$ cat config.mk
export PLATFORM = sky130hd
export DESIGN_NAME = reverse_bits_arbiter_flat
export DESIGN_NICKNAME = d
export VERILOG_FILES = /design/src/rtl/reverse_bits_arbiter_if.sv /design/src/rtl/reverse_bits_arbiter.sv /design/src/flat_wrapper.sv
export SDC_FILE = /design/constraint.sdc
export NUM_CORES = 1
export LEC_CHECK = 0
export CORE_MARGIN = 3
export CORE_UTILIZATION = 51
export CTS_BUF_LIST = sky130_fd_sc_hd__clkbuf_4
export DETAILED_ROUTE_END_ITERATION = 8
export GPL_TIMING_DRIVEN = 0
export PLACE_DENSITY = 0.88
export SETUP_SLACK_MARGIN = 0.5
export SYNTH_ARGS = -nofsm -noshare
export SYNTH_HDL_FRONTEND = slang
export SYNTH_SLANG_ARGS = --single-unit
$ cat constraint.sdc
create_clock -name clk -period 3.7 [get_ports clk]
set_clock_uncertainty 0.1 [all_clocks]
set_input_delay 0.74 -clock clk [delete_from_list [all_inputs] [get_ports clk]]
set_output_delay 0.74 -clock clk [all_outputs]
set_load 0.05 [all_outputs]
$ cat src/rtl/reverse_bits_arbiter_if.sv
// rtl/reverse_bits_arbiter_if.sv - requester/consumer handshake bundle for reverse_bits_arbiter
// Grant counters exist only when REVERSE_ARB_STATS_EN is defined.
interface reverse_bits_arbiter_if #(
    parameter int WIDTH  = 8,
    parameter int STAT_W = 16
);
    logic             a_valid;
    logic [WIDTH-1:0] a_data;
    logic             a_ready;
    logic             b_valid;
    logic [WIDTH-1:0] b_data;
    logic             b_ready;
    logic             q_valid;
    logic [WIDTH-1:0] q;
    logic             q_ready;
    logic             w_valid;
    logic [WIDTH-1:0] w;
    logic             w_ready;
`ifdef REVERSE_ARB_STATS_EN
    logic [STAT_W-1:0] a_grants;
    logic [STAT_W-1:0] b_grants;
`endif

    modport master (
        output a_valid, a_data, b_valid, b_data, q_ready, w_ready,
        input  a_ready, b_ready, q_valid, q, w_valid, w
`ifdef REVERSE_ARB_STATS_EN
        , input a_grants, b_grants
`endif
    );

    modport slave (
        input  a_valid, a_data, b_valid, b_data, q_ready, w_ready,
        output a_ready, b_ready, q_valid, q, w_valid, w
`ifdef REVERSE_ARB_STATS_EN
        , output a_grants, b_grants
`endif
    );
endinterface

$ cat src/rtl/reverse_bits_arbiter.sv
// rtl/reverse_bits_arbiter.sv - round-robin shared bit-reversal unit for two requesters
// Optional saturating grant counters enabled by REVERSE_ARB_STATS_EN.
module reverse_bits_arbiter #(
    parameter int WIDTH  = 8,
    parameter int STAT_W = 16
) (
    input  logic                  clk,
    input  logic                  rst_n,
    reverse_bits_arbiter_if.slave bus
);
    typedef enum logic [1:0] {IDLE, CALC, DONE} state_e;

    localparam logic OWN_A = 1'b0;
    localparam logic OWN_B = 1'b1;

    state_e           state_q, state_d;
    logic [WIDTH-1:0] operand_q, operand_d;
    logic [WIDTH-1:0] q_q, q_d;
    logic [WIDTH-1:0] w_q, w_d;
    logic             owner_q, owner_d;
    logic             last_q, last_d;
    logic             q_valid_q, q_valid_d;
    logic             w_valid_q, w_valid_d;
    logic             a_ready, b_ready;
    logic [WIDTH-1:0] reversed;

    always_comb begin
        reversed = '0;
        for (int i = 0; i < WIDTH; i++) begin
            reversed[i] = operand_q[WIDTH-1-i];
        end
    end

    always_comb begin
        state_d   = state_q;
        operand_d = operand_q;
        q_d       = q_q;
        w_d       = w_q;
        owner_d   = owner_q;
        last_d    = last_q;
        q_valid_d = q_valid_q;
        w_valid_d = w_valid_q;
        a_ready   = 1'b0;
        b_ready   = 1'b0;
        case (state_q)
            IDLE: begin
                // On a tie the requester that did not win last time goes first.
                a_ready = rst_n && bus.a_valid && (!bus.b_valid || last_q == OWN_B);
                b_ready = rst_n && bus.b_valid && (!bus.a_valid || last_q == OWN_A);
                if (a_ready) begin
                    operand_d = bus.a_data;
                    owner_d   = OWN_A;
                    last_d    = OWN_A;
                    state_d   = CALC;
                end else if (b_ready) begin
                    operand_d = bus.b_data;
                    owner_d   = OWN_B;
                    last_d    = OWN_B;
                    state_d   = CALC;
                end
            end
            CALC: begin
                if (owner_q == OWN_A) begin
                    q_d       = reversed;
                    q_valid_d = 1'b1;
                end else begin
                    w_d       = reversed;
                    w_valid_d = 1'b1;
                end
                state_d = DONE;
            end
            DONE: begin
                if (owner_q == OWN_A && bus.q_ready) begin
                    q_valid_d = 1'b0;
                    state_d   = IDLE;
                end else if (owner_q == OWN_B && bus.w_ready) begin
                    w_valid_d = 1'b0;
                    state_d   = IDLE;
                end
            end
            default: state_d = IDLE;
        endcase
    end

    always_ff @(posedge clk) begin
        if (!rst_n) begin
            state_q   <= IDLE;
            operand_q <= '0;
            q_q       <= '0;
            w_q       <= '0;
            owner_q   <= OWN_A;
            last_q    <= OWN_B;
            q_valid_q <= 1'b0;
            w_valid_q <= 1'b0;
        end else begin
            state_q   <= state_d;
            operand_q <= operand_d;
            q_q       <= q_d;
            w_q       <= w_d;
            owner_q   <= owner_d;
            last_q    <= last_d;
            q_valid_q <= q_valid_d;
            w_valid_q <= w_valid_d;
        end
    end

    assign bus.a_ready = a_ready;
    assign bus.b_ready = b_ready;
    assign bus.q_valid = q_valid_q;
    assign bus.q       = q_q;
    assign bus.w_valid = w_valid_q;
    assign bus.w       = w_q;

`ifdef REVERSE_ARB_STATS_EN
    logic [STAT_W-1:0] a_cnt_q, a_cnt_d;
    logic [STAT_W-1:0] b_cnt_q, b_cnt_d;

    always_comb begin
        a_cnt_d = a_cnt_q;
        b_cnt_d = b_cnt_q;
        if (a_ready && a_cnt_q != {STAT_W{1'b1}}) a_cnt_d = a_cnt_q + 1'b1;
        if (b_ready && b_cnt_q != {STAT_W{1'b1}}) b_cnt_d = b_cnt_q + 1'b1;
    end

    always_ff @(posedge clk) begin
        if (!rst_n) begin
            a_cnt_q <= '0;
            b_cnt_q <= '0;
        end else begin
            a_cnt_q <= a_cnt_d;
            b_cnt_q <= b_cnt_d;
        end
    end

    assign bus.a_grants = a_cnt_q;
    assign bus.b_grants = b_cnt_q;
`endif
endmodule

$ cat src/flat_wrapper.sv
// flat-port wrapper written by rule: the top's interface ports become plain ports
module reverse_bits_arbiter_flat 
#(
    parameter int WIDTH  = 8,
    parameter int STAT_W = 16
)
  (clk, rst_n, bus_a_valid, bus_a_data, bus_b_valid, bus_b_data, bus_q_ready, bus_w_ready, bus_a_ready, bus_b_ready, bus_q_valid, bus_q, bus_w_valid, bus_w);
  reverse_bits_arbiter_if #(.WIDTH(WIDTH), .STAT_W(STAT_W)) bus_i ();
  input  logic clk;
  input  logic rst_n;
  input wire logic [$bits(bus_i.a_valid)-1:0] bus_a_valid;
  input wire logic [$bits(bus_i.a_data)-1:0] bus_a_data;
  input wire logic [$bits(bus_i.b_valid)-1:0] bus_b_valid;
  input wire logic [$bits(bus_i.b_data)-1:0] bus_b_data;
  input wire logic [$bits(bus_i.q_ready)-1:0] bus_q_ready;
  input wire logic [$bits(bus_i.w_ready)-1:0] bus_w_ready;
  output wire logic [$bits(bus_i.a_ready)-1:0] bus_a_ready;
  output wire logic [$bits(bus_i.b_ready)-1:0] bus_b_ready;
  output wire logic [$bits(bus_i.q_valid)-1:0] bus_q_valid;
  output wire logic [$bits(bus_i.q)-1:0] bus_q;
  output wire logic [$bits(bus_i.w_valid)-1:0] bus_w_valid;
  output wire logic [$bits(bus_i.w)-1:0] bus_w;
  assign bus_i.a_valid = bus_a_valid;
  assign bus_i.a_data = bus_a_data;
  assign bus_i.b_valid = bus_b_valid;
  assign bus_i.b_data = bus_b_data;
  assign bus_i.q_ready = bus_q_ready;
  assign bus_i.w_ready = bus_w_ready;
  assign bus_a_ready = bus_i.a_ready;
  assign bus_b_ready = bus_i.b_ready;
  assign bus_q_valid = bus_i.q_valid;
  assign bus_q = bus_i.q;
  assign bus_w_valid = bus_i.w_valid;
  assign bus_w = bus_i.w;
  reverse_bits_arbiter #(.WIDTH(WIDTH), .STAT_W(STAT_W)) u_core (.clk(clk), .rst_n(rst_n), .bus(bus_i));
endmodule
## Word level (Yosys, flattened, before mapping)

Cells that the tools add are included.

- Bits in registers: 30
- Output and inout bits: 20
- Input port bits: 22

- Bitwise gates (word level): 2
- Multiplexer cells: 18
- Equal/unequal tests: 9
- Reduce and logical (&&, ||, !) cells: 19

Operator list:

| kind | count |
|---|---|
| $mux W8 | 2 |
| $mux W1 | 9 |
| $mux W2 | 4 |
| $reduce_and A2 Y1 | 4 |
| $logic_and A1 B1 Y1 | 6 |
| $ne A2 B1 Y1 const B | 3 |
| $ne A3 B1 Y1 const B | 2 |
| $pmux W2 S3 | 1 |
| $ne A2 B2 Y1 const B | 2 |
| $pmux W1 S2 | 2 |
| $reduce_and A4 Y1 | 1 |
| $reduce_bool A2 Y1 | 2 |
| $reduce_and A3 Y1 | 1 |
| $eq A2 B1 Y1 const B | 1 |
| $eq A2 B2 Y1 const B | 1 |
| $logic_not A1 Y1 | 2 |
| $logic_not A2 Y1 | 1 |
| $logic_or A1 B1 Y1 | 2 |
| $not A1 Y1 | 2 |

## Logic depth before layout (Yosys ltp)

- Depth after elaboration: 6
- Mapped depth: 6

## Worst setup path after synthesis

OpenSTA, ideal clock, no wires.

- Path kind: input to output
- Start point: input port rst_n
- End point: output port bus_b_ready
- Required time: 2.860 ns
- Arrival time: 1.633 ns
- Path buffers: 0
- Stages: 2
- Path slack: 1.227 ns
- Cells stage by stage: nand3_1 > a21oi_1

- Word-level cells in the longest chain between the ends: 3

Ends and longest elaborated chain:

| what | RTL line | RTL |
|---|---|---|
| start: declaration | flat_wrapper.sv:10 | `input logic rst_n;` |
| $logic_and A1 B1 Y1 (2 in a row) | reverse_bits_arbiter.sv:49 | `b_ready = rst_n && bus.b_valid && (!bus.a_valid \|\| last_q == OWN_A);` |
| $mux W1 | reverse_bits_arbiter.sv:45 | `case (state_q)` |
| end: declaration | flat_wrapper.sv:18 | `output wire logic [$bits(bus_i.b_ready)-1:0] bus_b_ready;` |

Every way passes these cells.

## Worst setup path in the final report

Ends and elaborated chain as after synthesis.

==> impl_metrics.yaml <==
outcome:
  status: "finished clean"
yosys:
  synth_adder_area_share_pct: 3.817
  synthCells: 147
  avgSynthCellArea_um2: 8.920
  synth_seq_cells: 30
  netlist_area_mm2: 0.001311
  yosys_warnings: 0
  synth_top_family_by_area: "compound AO/OA/AOI/OAI gates"
  synth-simple-area-share_pct: 18.89
  post_synth_num_cell_types: 29
  ys_seq_area_share_pct: 45.80
  synth_mux_area_share_pct: 6.870
  synth-xor-area-share_pct: 0
  synth_nets: 173
  synth_compound_area_share_pct: 19.56
setup_path:
  ff2ff_setup_slack_ns: 2.08
  crit_end: "bus_b_ready"
  r2r-end: "u_core.operand_q[6]"
  crit_arrival_ns: 2.22
  cp_slowest_cell: "clkdlybuf4s50_1"
  r2r_cells: 6
  critPathKind: "in -> out"
  worstPathRequired_ns: 2.86
  critPathMaxStageDelay_ns: 0.58
  startpoint: "rst_n"
  crit_chain: "clkdlybuf4s50_1 -> nand3_1 -> a21oi_1 -> dlygate4sd2_1"
  end_kind: "output port"
  r2r_start: "u_core.state_q[0]"
  crit_fanout: 6
  worstSetupStartpointType: "primary input"
clock_tree:
  insertion_delay_ns: 0.31
  ctsRootBufferMaster: "clkbuf_4"
  cts_buffer_depth: 2
  htree_levels: 2
  cts_buffers: 5
  holdBufCountCts: 0
  cts_tree: "done"
  post_cts_buffers: 0
  clk_pin_slew_ns: 0.09
  cts_sinks: 30
cells_and_area:
  multi_input_area_um2: 644.4
  final_cell_mix: "clkdlybuf4s50_1, dfxtp_1, nand2_1"
  final_common_cell: "clkdlybuf4s50_1"
  nets: 221
  antennaDiodeCount: 0
  syn2layout_area_growth_pct: 37.60
  drive_above_1_share_pct: 8.163
  fill_cells: 170
  seq_area_um2: 600.6
  final_core_utilization_pct: 77.82
detailed_routing:
  drt_pass1_iterations: 4
  wire_per_inst_um: 12.55
  routed_wl_mm: 2.812
  antenna_left: 0
  post_drt_via_cell_ratio: 5.330
  drt_iter0_drc: 25
  vias: 1194
  drc: 0
floorplanning:
  ios: 42
  die_h_um: 56.71
  die_area_mm2: 0.003215
  start_util_pct: 56.56
  rows: 17
  die_w_um: 56.71
  core_area_mm2: 0.002318
sta:
  maxSlewViolCount: 0
  fmax_ghz: 0.3266
  worst_slew_pin_slew_ns: 0.5014
  period_minus_slack_ns: 3.061
  hold_viol_final: 0
  setup_tns_ns: 0
  setup_viol_count_final: 0
  maxSlewHeadroom_pct: 66.47
  period_share_pct: 82.74
  rsz0062_at_grt: "no"
grt:
  grt_pass1_wl_mm: 4.560
  overflow: 0
  grt_util_all_layers_pct: 17.78
  grt_max_degree: 11
  antenna_found_initial: 0
  grt_pass1_vias: 1130
power:
  finalPower_w: 0.0007299
  p_leak_nw: 0.7317
  power.density_mw_per_mm2: 404.5
  ir_drop_mv: 0.2808
placed_design:
  dp_hpwl_mm: 2.277
  gp_congestion: 0.7361
  io_buffers: 41
job:
  cap_violations: 0
min_path:
  hold_path_depth: 2
  hp-class: "reg -> reg"
## registers in the layout, summed over array words and instances (netlist names)
name / cells
u_core.bus.q_valid: 1
u_core.bus.q: 8
u_core.bus.w_valid: 1
u_core.bus.w: 8
u_core.owner_q: 1
u_core.state_q: 2
u_core.operand_q: 8
u_core.last_q: 1
## cell usage after synthesis (all sizes together)
| master | count | area share, % |
|---|---|---|
| buf | 6 | 2.7 |
| a21oi | 11 | 4.2 |
| inv | 5 | 1.4 |
| a31o | 1 | 0.67 |
| dlygate4sd1 | 1 | 0.67 |
| nor2 | 9 | 2.6 |
| nand2b | 2 | 0.95 |
| a211oi | 2 | 1.1 |
| dfxtp | 30 | 46 |
| ha | 4 | 3.8 |
| a32oi | 1 | 0.67 |
| clkbuf | 1 | 0.29 |
| o21ai | 17 | 6.5 |
| o211a | 2 | 1.5 |
| nor2b | 2 | 1.5 |
| nand3 | 1 | 0.38 |
| or3 | 1 | 0.48 |
| a31oi | 9 | 4.3 |
| nand2 | 22 | 6.5 |
| and2 | 1 | 0.48 |
| o21bai | 1 | 0.57 |
| mux2i | 9 | 6.9 |
| or3b | 9 | 6.0 |
## logic make-up (layout without fill, tap and decap cells)
kind of cell,Yosys count,after routing
buf+inv,13,62
mux,9,9
compound gates,44,44
flops,30,30
simple gates,47,47
fa+ha+maj,4,4
## worst min path at each step
stage | startpoint | end
after global routing | u_core.bus.w[2] | u_core.bus.w[2]
after CTS | u_core.bus.w[5] | u_core.bus.w[5]
after detailed placement | u_core.bus.w[4] | u_core.bus.w[4]
after floorplan | u_core.operand_q[7] | u_core.bus.w[0]
after global placement | u_core.bus.w[4] | u_core.bus.w[4]
final | u_core.bus.w[5] | u_core.bus.w[5]
## stage by stage
step / setup WS, ns / instance area, um2 / hold slack (ns) / instances
after detailed placement: 0.1394 / 1757 / 0.3487 / 216
after floorplan: 1.227 / 1311 / 0.3411 / 147
after global placement: 0.1795 / 1757 / 0.3431 / 216
after CTS: 0.4203 / 1808 / 0.3593 / 224
after global routing: 0.5856 / 1804 / 0.3873 / 224
final: 0.6386 / 1804 / 0.3566 / 224
## power breakdown
group | internal [W] | switching [W] | leakage, nW
Clock | 0.0000785 | 0.000101 | 0.0331
Sequential | 0.000347 | 0.0000200 | 0.245
Combinational | 0.0000805 | 0.000103 | 0.454
Total | 0.000506 | 0.000223 | 0.732
## worst max-delay path, delay by kind of cell
kind / cells / cell delay [ns]
buffers and inverters: 2 / 1.15
AO/OA/AOI/OAI: 1 / 0.22
AND/OR/NAND/NOR: 1 / 0.11
## repair_timing
| item | in CTS | in global routing |
|---|---|---|
| hold endpoints to repair | 0 | 0 |
| resized for setup | 2 | 2 |
| endpoints found under the setup margin | 2 | 1 |
## layer usage
layer / wire [um] / global-route usage, % / up-vias
met2: 1316 / 30.69 / 39
met1: 1241 / 20.39 / 533
met5: 0 / 0 / -
met4: 66 / 8.475 / 0
li1: - / - / 614
met3: 187 / 4.138 / 8
## cell type report
type	count	share of cell area [%]
multi-input combinational	104	35.71
clock inverter	2	0.4854
inverter	5	1.040
tap	28	1.942
clock buffer	6	2.497
timing repair buffer	41	22.40
sequential	30	33.29
buffer	8	2.635
Power figures use the tool's default switching activity.
==> RTL edit, RTL diff (config.mk and constraints unchanged) <==
`WIDTH` is set to 8 in 3 places; all go to 7.
--- a/src/rtl/reverse_bits_arbiter_if.sv
+++ b/src/rtl/reverse_bits_arbiter_if.sv
@@ -2,5 +2,5 @@
 // Grant counters exist only when REVERSE_ARB_STATS_EN is defined.
 interface reverse_bits_arbiter_if #(
-    parameter int WIDTH  = 8,
+    parameter int WIDTH  = 7,
     parameter int STAT_W = 16
 );
--- a/src/rtl/reverse_bits_arbiter.sv
+++ b/src/rtl/reverse_bits_arbiter.sv
@@ -2,5 +2,5 @@
 // Optional saturating grant counters enabled by REVERSE_ARB_STATS_EN.
 module reverse_bits_arbiter #(
-    parameter int WIDTH  = 8,
+    parameter int WIDTH  = 7,
     parameter int STAT_W = 16
 ) (
--- a/src/flat_wrapper.sv
+++ b/src/flat_wrapper.sv
@@ -2,5 +2,5 @@
 module reverse_bits_arbiter_flat 
 #(
-    parameter int WIDTH  = 8,
+    parameter int WIDTH  = 7,
     parameter int STAT_W = 16
 )
Interface: changed (resized bus_a_data, bus_b_data, bus_q and bus_w); port bits go from 42 to 38. The function was not compared with the original's and may differ.
==> RTL edit against the unedited design <==
- routed wire length fell by 4.3%
- cell area fell by 9.6%
- first-iteration DRC count up 8.0%
- largest power group unchanged
- worst setup slack lost 0.0047 ns
- via count is 6.0% lower
- sequential cell count down 3
- power rose by 1.8%
- synthesized area shrank 8.3%
- synthesized cell count fell by 8.2%
- critical endpoint unchanged
==> RTL edit: results (changes against the unedited design) <==
Synthesis:
- The area fraction in compound gates after synthesis is 17.8% (-1.8 points).
- The adder and majority cell fraction of the synthesized area is 5.20% (+1.4 points).
- The count of unique library cells instantiated by Yosys is 24 (-17%).
- The per-instance average area after synthesis is 8.91 um^2 (-0.15%).
- The fraction of the yosys area taken by sequential cells came to 45.0% (-0.85 points).
- By area the synthesized netlist is led by dfxtp_1, mux2i_1, or3b_1.
- In the synthesized netlist, the cells that appear most often are dfxtp_1, nand2_1, a21oi_1, mux2i_1, nor2_1.

Worst setup path:
- The top fanout value on the critical path came to 7 (+1).
- The launch instance of the worst register-to-register path is u_core.state_q[1]$_SDFFE_PN0P_.

Placed design:
- The placement-stage worst setup slack is 0.162 ns (+0.0225 ns).
- The detailed-placement wirelength estimate is 2.19 mm (-3.7%).
- The instance count after placement with tap cells included was 199 (-7.9%).
- The quantity of I/O buffers inserted on ports was 37 (-9.8%).
- The post-placement cell area is 1610 um^2 (-8.5%).

GRT:
- The wire length of the first global-routing pass was 4.44 mm (-2.6%).

Pwr:
- The highest ir drop seen on vdd is 0.431 mV (+54%).
- The share of power burned in the clock network is 18.0% (-6.6 points).
- The power attributed to sequential cells came to 351 uW (-4%).

Clock tree:
- The number of CTS-inserted buffers is 3 (-2).
- The register clock-pin slew on the reported worst setup and hold paths was 0.16 ns (+0.07 ns).
- The clock latency on the worst-skew pair is 0.34 ns (+0.03 ns).
- The number of levels the H-tree was split into was 1 (-1).

Run status:
- The flow ran to the end, and the final reports show no timing, DRC or antenna violations.

Routing:
- The detail-routed via count per cell is 5.53 (+3.7%).
- The number of DRC markers after the initial detailed-route iteration is 27 (+8.0%).
- The routed length per instance was 13.3 um (+5.6%).

STA:
- The tightest hold margin is 0.369 ns (+0.0125 ns).

Final layout:
- The ratio of cells with drive above 1 in the final layout is 5.68% (-2.5 points).
[RTL edit: changes by cell type after synthesis, moves of 2 or more]
| cell | delta |
|---|---|
| nand3_1 | +7 |
| dfxtp_1 | -3 |
| a31oi_1 | -2 |
| clkbuf_1 | +2 |
| nand2_1 | -8 |
| o21ai_1 | -2 |
[RTL edit: metal layers]
metal	share of wire, %	track usage, %	vias up
met4	0.074	4.98	0
met2	51	38.6	50
met1	42	23.2	516
met5	0	0	-
met3	7.1	5.72	2
li1	-	-	554
[RTL edit: what timing repair did]
action	in CTS	in global routing
resized for setup	2	2
hold buffers	0	0
endpoints found under the hold margin	0	0
endpoints found under the setup margin	2	1
[RTL edit: layout make-up]
class	instances	area, um^2	area share [%]
inverters	5	18.8	1.15
flip-flops and latches	27	541	33.2
plain buffers	8	46.3	2.84
well taps	27	33.8	2.07
repair buffers	37	364	22.3
clock buffers	3	22.5	1.38
multi-input cells	95	597	36.6
clock inverters	1	7.51	0.460
